### config.mk
export PLATFORM = sky130hd
export DESIGN_NAME = writeback_arbiter
export DESIGN_NICKNAME = d
export VERILOG_FILES = /design/src/rtl/rv32_pkg.sv /design/src/rtl/wb_scoreboard.sv /design/src/rtl/writeback_arbiter.sv
export SDC_FILE = /design/constraint.sdc
export NUM_CORES = 1
export LEC_CHECK = 0
export ABC_AREA = 1
export BUFFER_PORTS_ARGS = -buffer_cell sky130_fd_sc_hd__buf_2
export CORE_MARGIN = 2
export CORE_UTILIZATION = 39
export DETAILED_ROUTE_END_ITERATION = 8
export PLACE_DENSITY = 0.69
export SYNTH_ARGS = -nofsm -noshare
export SYNTH_HDL_FRONTEND = slang
export SYNTH_SLANG_ARGS = --single-unit
export TNS_END_PERCENT = 10
### constraint.sdc
create_clock -name clk_i -period 2.8 [get_ports clk_i]
set_input_delay 0.28 -clock clk_i [delete_from_list [all_inputs] [get_ports clk_i]]
set_output_delay 0.28 -clock clk_i [all_outputs]
set_load 0.05 [all_outputs]
### src/rtl/rv32_pkg.sv
// Shared register-file types and the write-port grant encoding.
package rv32_pkg;

  localparam int NUM_REGS = 32;

  typedef logic [4:0]  reg_addr_t;
  typedef logic [31:0] xlen_t;

  // Which source owns the register-file write port this cycle.
  typedef enum logic [1:0] {
    GNT_NONE = 2'd0,
    GNT_EX   = 2'd1,
    GNT_LSU  = 2'd2
  } grant_e;

endpackage

### src/rtl/wb_scoreboard.sv
// Pending-write scoreboard: one bit per architectural register that has an
// outstanding long-latency write. The hazard lookup reads only the registered
// vector, so a register cleared this cycle still reports busy this cycle.
module wb_scoreboard
  import rv32_pkg::*;
(
  input  logic                clk_i,
  input  logic                rst_ni,
  input  logic                set_en_i,
  input  reg_addr_t           set_idx_i,
  input  logic                clr_en_i,
  input  reg_addr_t           clr_idx_i,
  input  reg_addr_t           rs1_i,
  input  reg_addr_t           rs2_i,
  input  reg_addr_t           rd_i,
  output logic                hazard_o,
  output logic [NUM_REGS-1:0] pending_o
);

  logic [NUM_REGS-1:0] pending_d, pending_q;

  // Next pending vector: clear the returning register, set the newly issued one.
  always_comb begin
    pending_d = pending_q;
    if (clr_en_i) pending_d[clr_idx_i] = 1'b0;
    if (set_en_i) pending_d[set_idx_i] = 1'b1;
    pending_d[0] = 1'b0;
  end

  // Scoreboard state; asynchronous reset drops every outstanding write.
  always_ff @(posedge clk_i or negedge rst_ni) begin
    if (!rst_ni) pending_q <= '0;
    else         pending_q <= pending_d;
  end

  // RAW on either source, WAW on the destination (x0 never conflicts).
  always_comb begin
    hazard_o = pending_q[rs1_i] | pending_q[rs2_i] |
               (pending_q[rd_i] & (rd_i != '0));
  end

  assign pending_o = pending_q;

  // A long-op return must correspond to a write that is actually outstanding.
  a_clr_pending : assert property (@(posedge clk_i) disable iff (!rst_ni)
    (clr_en_i && (clr_idx_i != '0)) |-> pending_q[clr_idx_i]);

endmodule

### src/rtl/writeback_arbiter.sv
// Writeback arbiter: shares the single register-file write port between the
// one-cycle EX result and long-latency LSU/MDU returns. LSU normally wins a
// collision; after STARVE_LIMIT consecutive blocked cycles EX is forced through.
module writeback_arbiter
  import rv32_pkg::*;
#(
  parameter int unsigned STARVE_LIMIT = 4
) (
  input  logic                clk_i,
  input  logic                rst_ni,
  input  logic                ex_valid_i,
  output logic                ex_ready_o,
  input  reg_addr_t           ex_rd_i,
  input  xlen_t               ex_data_i,
  input  logic                lsu_valid_i,
  output logic                lsu_ready_o,
  input  reg_addr_t           lsu_rd_i,
  input  xlen_t               lsu_data_i,
  input  logic                issue_valid_i,
  input  logic                issue_long_i,
  input  reg_addr_t           issue_rd_i,
  input  reg_addr_t           issue_rs1_i,
  input  reg_addr_t           issue_rs2_i,
  output logic                issue_stall_o,
  output logic                rd_we_o,
  output reg_addr_t           rd_addr_o,
  output xlen_t               rd_data_o,
  output logic [NUM_REGS-1:0] pending_o
);

  // Four bits cover the full 1..15 range of STARVE_LIMIT.
  localparam int unsigned CNT_W = 4;
  typedef logic [CNT_W-1:0] cnt_t;
  localparam cnt_t LIMIT = cnt_t'(STARVE_LIMIT);

  // Saturating increment of the EX starvation counter.
  function automatic cnt_t sat_inc(input cnt_t v);
    return (v >= LIMIT) ? LIMIT : cnt_t'(v + cnt_t'(1));
  endfunction

  grant_e grant;
  cnt_t   starve_d, starve_q;
  logic   hazard;
  logic   sb_set_en;
  logic   sb_clr_en;

  // Grant selection: lone requester wins; on collision LSU wins unless EX is starved.
  always_comb begin
    grant = GNT_NONE;
    if (rst_ni) begin
      if (ex_valid_i && (!lsu_valid_i || (starve_q == LIMIT))) grant = GNT_EX;
      else if (lsu_valid_i)                                    grant = GNT_LSU;
    end
  end

  // Write-port mux and handshakes; everything is zero while reset is held.
  always_comb begin
    ex_ready_o  = (grant == GNT_EX);
    lsu_ready_o = (grant == GNT_LSU);
    rd_addr_o   = '0;
    rd_data_o   = '0;
    case (grant)
      GNT_EX: begin
        rd_addr_o = ex_rd_i;
        rd_data_o = ex_data_i;
      end
      GNT_LSU: begin
        rd_addr_o = lsu_rd_i;
        rd_data_o = lsu_data_i;
      end
      default: ;
    endcase
    rd_we_o = (grant != GNT_NONE) && (rd_addr_o != '0);
  end

  // Starvation counter: counts cycles EX waits; restarts when EX drains or drops valid.
  always_comb begin
    starve_d = '0;
    if (ex_valid_i && !ex_ready_o) starve_d = sat_inc(starve_q);
  end

  // Starvation counter register.
  always_ff @(posedge clk_i or negedge rst_ni) begin
    if (!rst_ni) starve_q <= '0;
    else         starve_q <= starve_d;
  end

  // Issue gating and scoreboard updates.
  always_comb begin
    issue_stall_o = rst_ni & issue_valid_i & hazard;
    sb_set_en     = issue_valid_i & ~issue_stall_o & issue_long_i & (issue_rd_i != '0);
    sb_clr_en     = lsu_ready_o;
  end

  wb_scoreboard u_scoreboard (
    .clk_i     (clk_i),
    .rst_ni    (rst_ni),
    .set_en_i  (sb_set_en),
    .set_idx_i (issue_rd_i),
    .clr_en_i  (sb_clr_en),
    .clr_idx_i (lsu_rd_i),
    .rs1_i     (issue_rs1_i),
    .rs2_i     (issue_rs2_i),
    .rd_i      (issue_rd_i),
    .hazard_o  (hazard),
    .pending_o (pending_o)
  );

endmodule

==> impl_metrics.yaml <==
synthesis:
  synthTopCellsByArea: "dfrtp_1 24%, nand2_1 24%, nand3_1 9.4%, nand3_2 8.3%, inv_1 5.8%"
  syn_area_per_cell_sq_um: 5.947
  yosysSeqAreaShare_pct: 24.06
  synth_top_area_share_pct: 24.06
  syn_inst: 612
  synth_seq_cells: 35
  synth_top_area_cell: "dfrtp_1"
  synth_cell_types: 30
  netlist_area_sq_um: 3640
  yosysWarnings: 0
clocking:
  cts_buffers: 5
  cts_tree: "done"
  cts.clk_slew.worst_paths_ns: 0.08
  root_buffer: "clkbuf_8"
  worstSkewPairLatency_ns: 0.28
  cts_max_level: 2
  cts_buffer_depth: 2
  clkSinkCount: 35
min_path:
  hp-class: "in2async"
floorplanning:
  dieArea_sq_um: 10120
  fp-row-count: 35
  fp.dieW_microns: 100.6
  initial_core_util_pct: 39.77
  dieHeight_microns: 100.6
  ioPinCount: 168
  coreArea_sq_um: 9153
placement:
  gp_congestion: 0.9389
  dp_slack_ns: 0.1744
  post_dp_cell_area_sq_um: 4641
  placedCellCount: 870
  hpwl_microns: 10570
  portBuffers: 166
power:
  seqPwrFrac_pct: 33.5
  p_leak_nw: 2.488
  p_sw_mw: 1.124
  clock_power_share_pct: 16.0
  combPwrFrac_pct: 50.4
  power_mw: 2.190
  swShare_pct: 51.31
  vdd_drop_max_v: 0.0001839
  p_int_mw: 1.067
  power_density_nw_per_um2: 452.0
critical_path:
  cp_data_arrival_time_ns: 2.37
  cp_max_fo: 24
  startpoint: "starve_q[0]$_DFF_PN0_"
  end_kind: "output port"
  r2r-start: "starve_q[0]$_DFF_PN0_"
  crit_required_ns: 2.52
  path_class: "reg2out"
  start_kind: "register"
global_route:
  grt_overflow: 0
  antenna_found_initial: 0
  grt_max_degree: 33
  grt_usage_pct: 25.59
  grt_pass1_wl_microns: 20910
  first_global_vias: 4579
flow_run:
  drv_cap: 0
sta:
  period_minus_slack_ns: 2.647
  drv_slew: 0
  rsz0062_at_grt: "false"
  setup_slack_ns: 0.1527
  fin_crit_sh_pct: 94.55
  fmax_ghz: 0.3777
  tns_ns: 0
  finalSetupViolCount: 0
  hold_slack_ns: 0.1000
  skew_ns: 0.009965
  hold_viol: 0
cells_and_area:
  nets: 870
  final_cells: 882
  diodes: 0
  layout-drive-gt1-share_pct: 35.80
  final_area_sq_um: 4846
  final_core_util_pct: 52.95
  regArea_sq_um: 875.8
  fillCellCount: 907
  areaGrowthSynthToFinish_pct: 33.14
  multi_input_area_sq_um: 2525
detailed_routing:
  routed_wl_microns: 13110
  drtPass1Iterations: 5
  vias_per_cell: 5.201
  drc: 0
  drtAntennaViolNets: 0
  avgRoutedWirePerCell_microns: 14.86
  vias: 4587
  dr.first_iter.drc_count: 310
status:
  status: "complete, no violations"
==> power groups by stage <==
| stage | registers, mW | logic (mW) | clock network (mW) |
|---|---|---|---|
| after floorplan | 0.991 | 0.506 | 0 |
| after global placement | 0.735 | 1.07 | 0 |
| after detailed placement | 0.739 | 1.08 | 0 |
| after CTS | 0.729 | 1.09 | 0.358 |
| after global routing | 0.746 | 1.20 | 0.378 |
| final | 0.735 | 1.10 | 0.351 |
==> worst max-delay path, stage by stage (launching register included) <==
cell and delay, ns:
dfrtp_1 0.40, inv_1 0.07, ha_1 0.13, nand2_1 0.05
nand2_1 0.05, nand2_1 0.10, nor2_4 0.14, inv_1 0.12
ha_4 0.30, clkinv_4 0.10, buf_6 0.21, a21oi_2 0.13
buf_2 0.28
==> Yosys cell counts <==
cell / number
nand2_1: 229
nand3_1: 68
inv_1: 56
nor2_1: 50
a21oi_1: 37
dfrtp_1: 35
o21ai_0: 34
nand3_2: 30
clkbuf_1: 10
nor3_1: 8
buf_6: 7
o21ai_1: 7
ha_1: 5
inv_2: 5
buf_2: 4
buf_4: 4
buf_12: 3
nand2_2: 3
buf_1: 2
clkinv_1: 2
nor2_2: 2
o211ai_1: 2
or2_2: 2
a22o_1: 1
a31oi_1: 1
conb_1: 1
inv_4: 1
nand2_4: 1
nor2_4: 1
nor4_1: 1
==> sequential cells by signal, summed over array words and instances (netlist names) <==
register and flops:
u_scoreboard.pending_o 31, starve_q 4
==> kinds of logic after synthesis <==
logic type | count (synthesis) | share of synthesized area (%)
AND/OR/NAND/NOR | 395 | 49.47
buffers and inverters | 94 | 13.10
AO/OA/AOI/OAI | 82 | 11.55
flip-flops | 35 | 24.06
adder cells (fa/ha/maj) | 5 | 1.719
other | 1 | 0.1030
==> final cells by class <==
| type | count | share of cell area [%] |
|---|---|---|
| multi-input cells | 484 | 52.10 |
| repair buffers | 180 | 20.11 |
| flip-flops and latches | 35 | 18.07 |
| inverters | 64 | 5.112 |
| well taps | 111 | 2.866 |
| clock buffers | 5 | 1.420 |
| clock inverters | 3 | 0.3098 |
==> layer usage <==
metal	wire [microns]	GRT usage [%]
met1	5458	30.57
met2	6534	46.10
met3	719	3.329
met4	393	10.33
met5	0	0
==> timing repair <==
action | in CTS | in global routing
endpoints found under the setup margin | 33 | 33
endpoints found under the hold margin | 4 | 0
setup buffers | 0 | 3
hold buffers | 1 | 0
resized for setup | 2 | 18
==> cells in the final DEF (no fill, tap or decap), types with 10 or more instances in the layout <==
cell       n
nand2_1  229
buf_2    161
nand3_1   67
inv_1     56
nor2_1    49
dfrtp_1   35
o21ai_0   34
a21oi_2   33
nand3_2   31
buf_4     10
==> path summary, 6_finish.rpt <==
kind | cells past startpoint | slack (ns) | to
max reg2reg | 12 | 0.53 | u_scoreboard.pending_o[5]$_DFF_PN0_
min reg2reg | 1 | 0.48 | starve_q[0]$_DFF_PN0_
max in group asynchronous | 2 | 2.13 | u_scoreboard.pending_o[24]$_DFF_PN0_
min | 2 | 0.1 | u_scoreboard.pending_o[29]$_DFF_PN0_
min in group clk_i | 3 | 0.30 | starve_q[1]$_DFF_PN0_
max | 12 | 0.15 | rd_data_o[23]
Power figures use the tool's default switching activity.
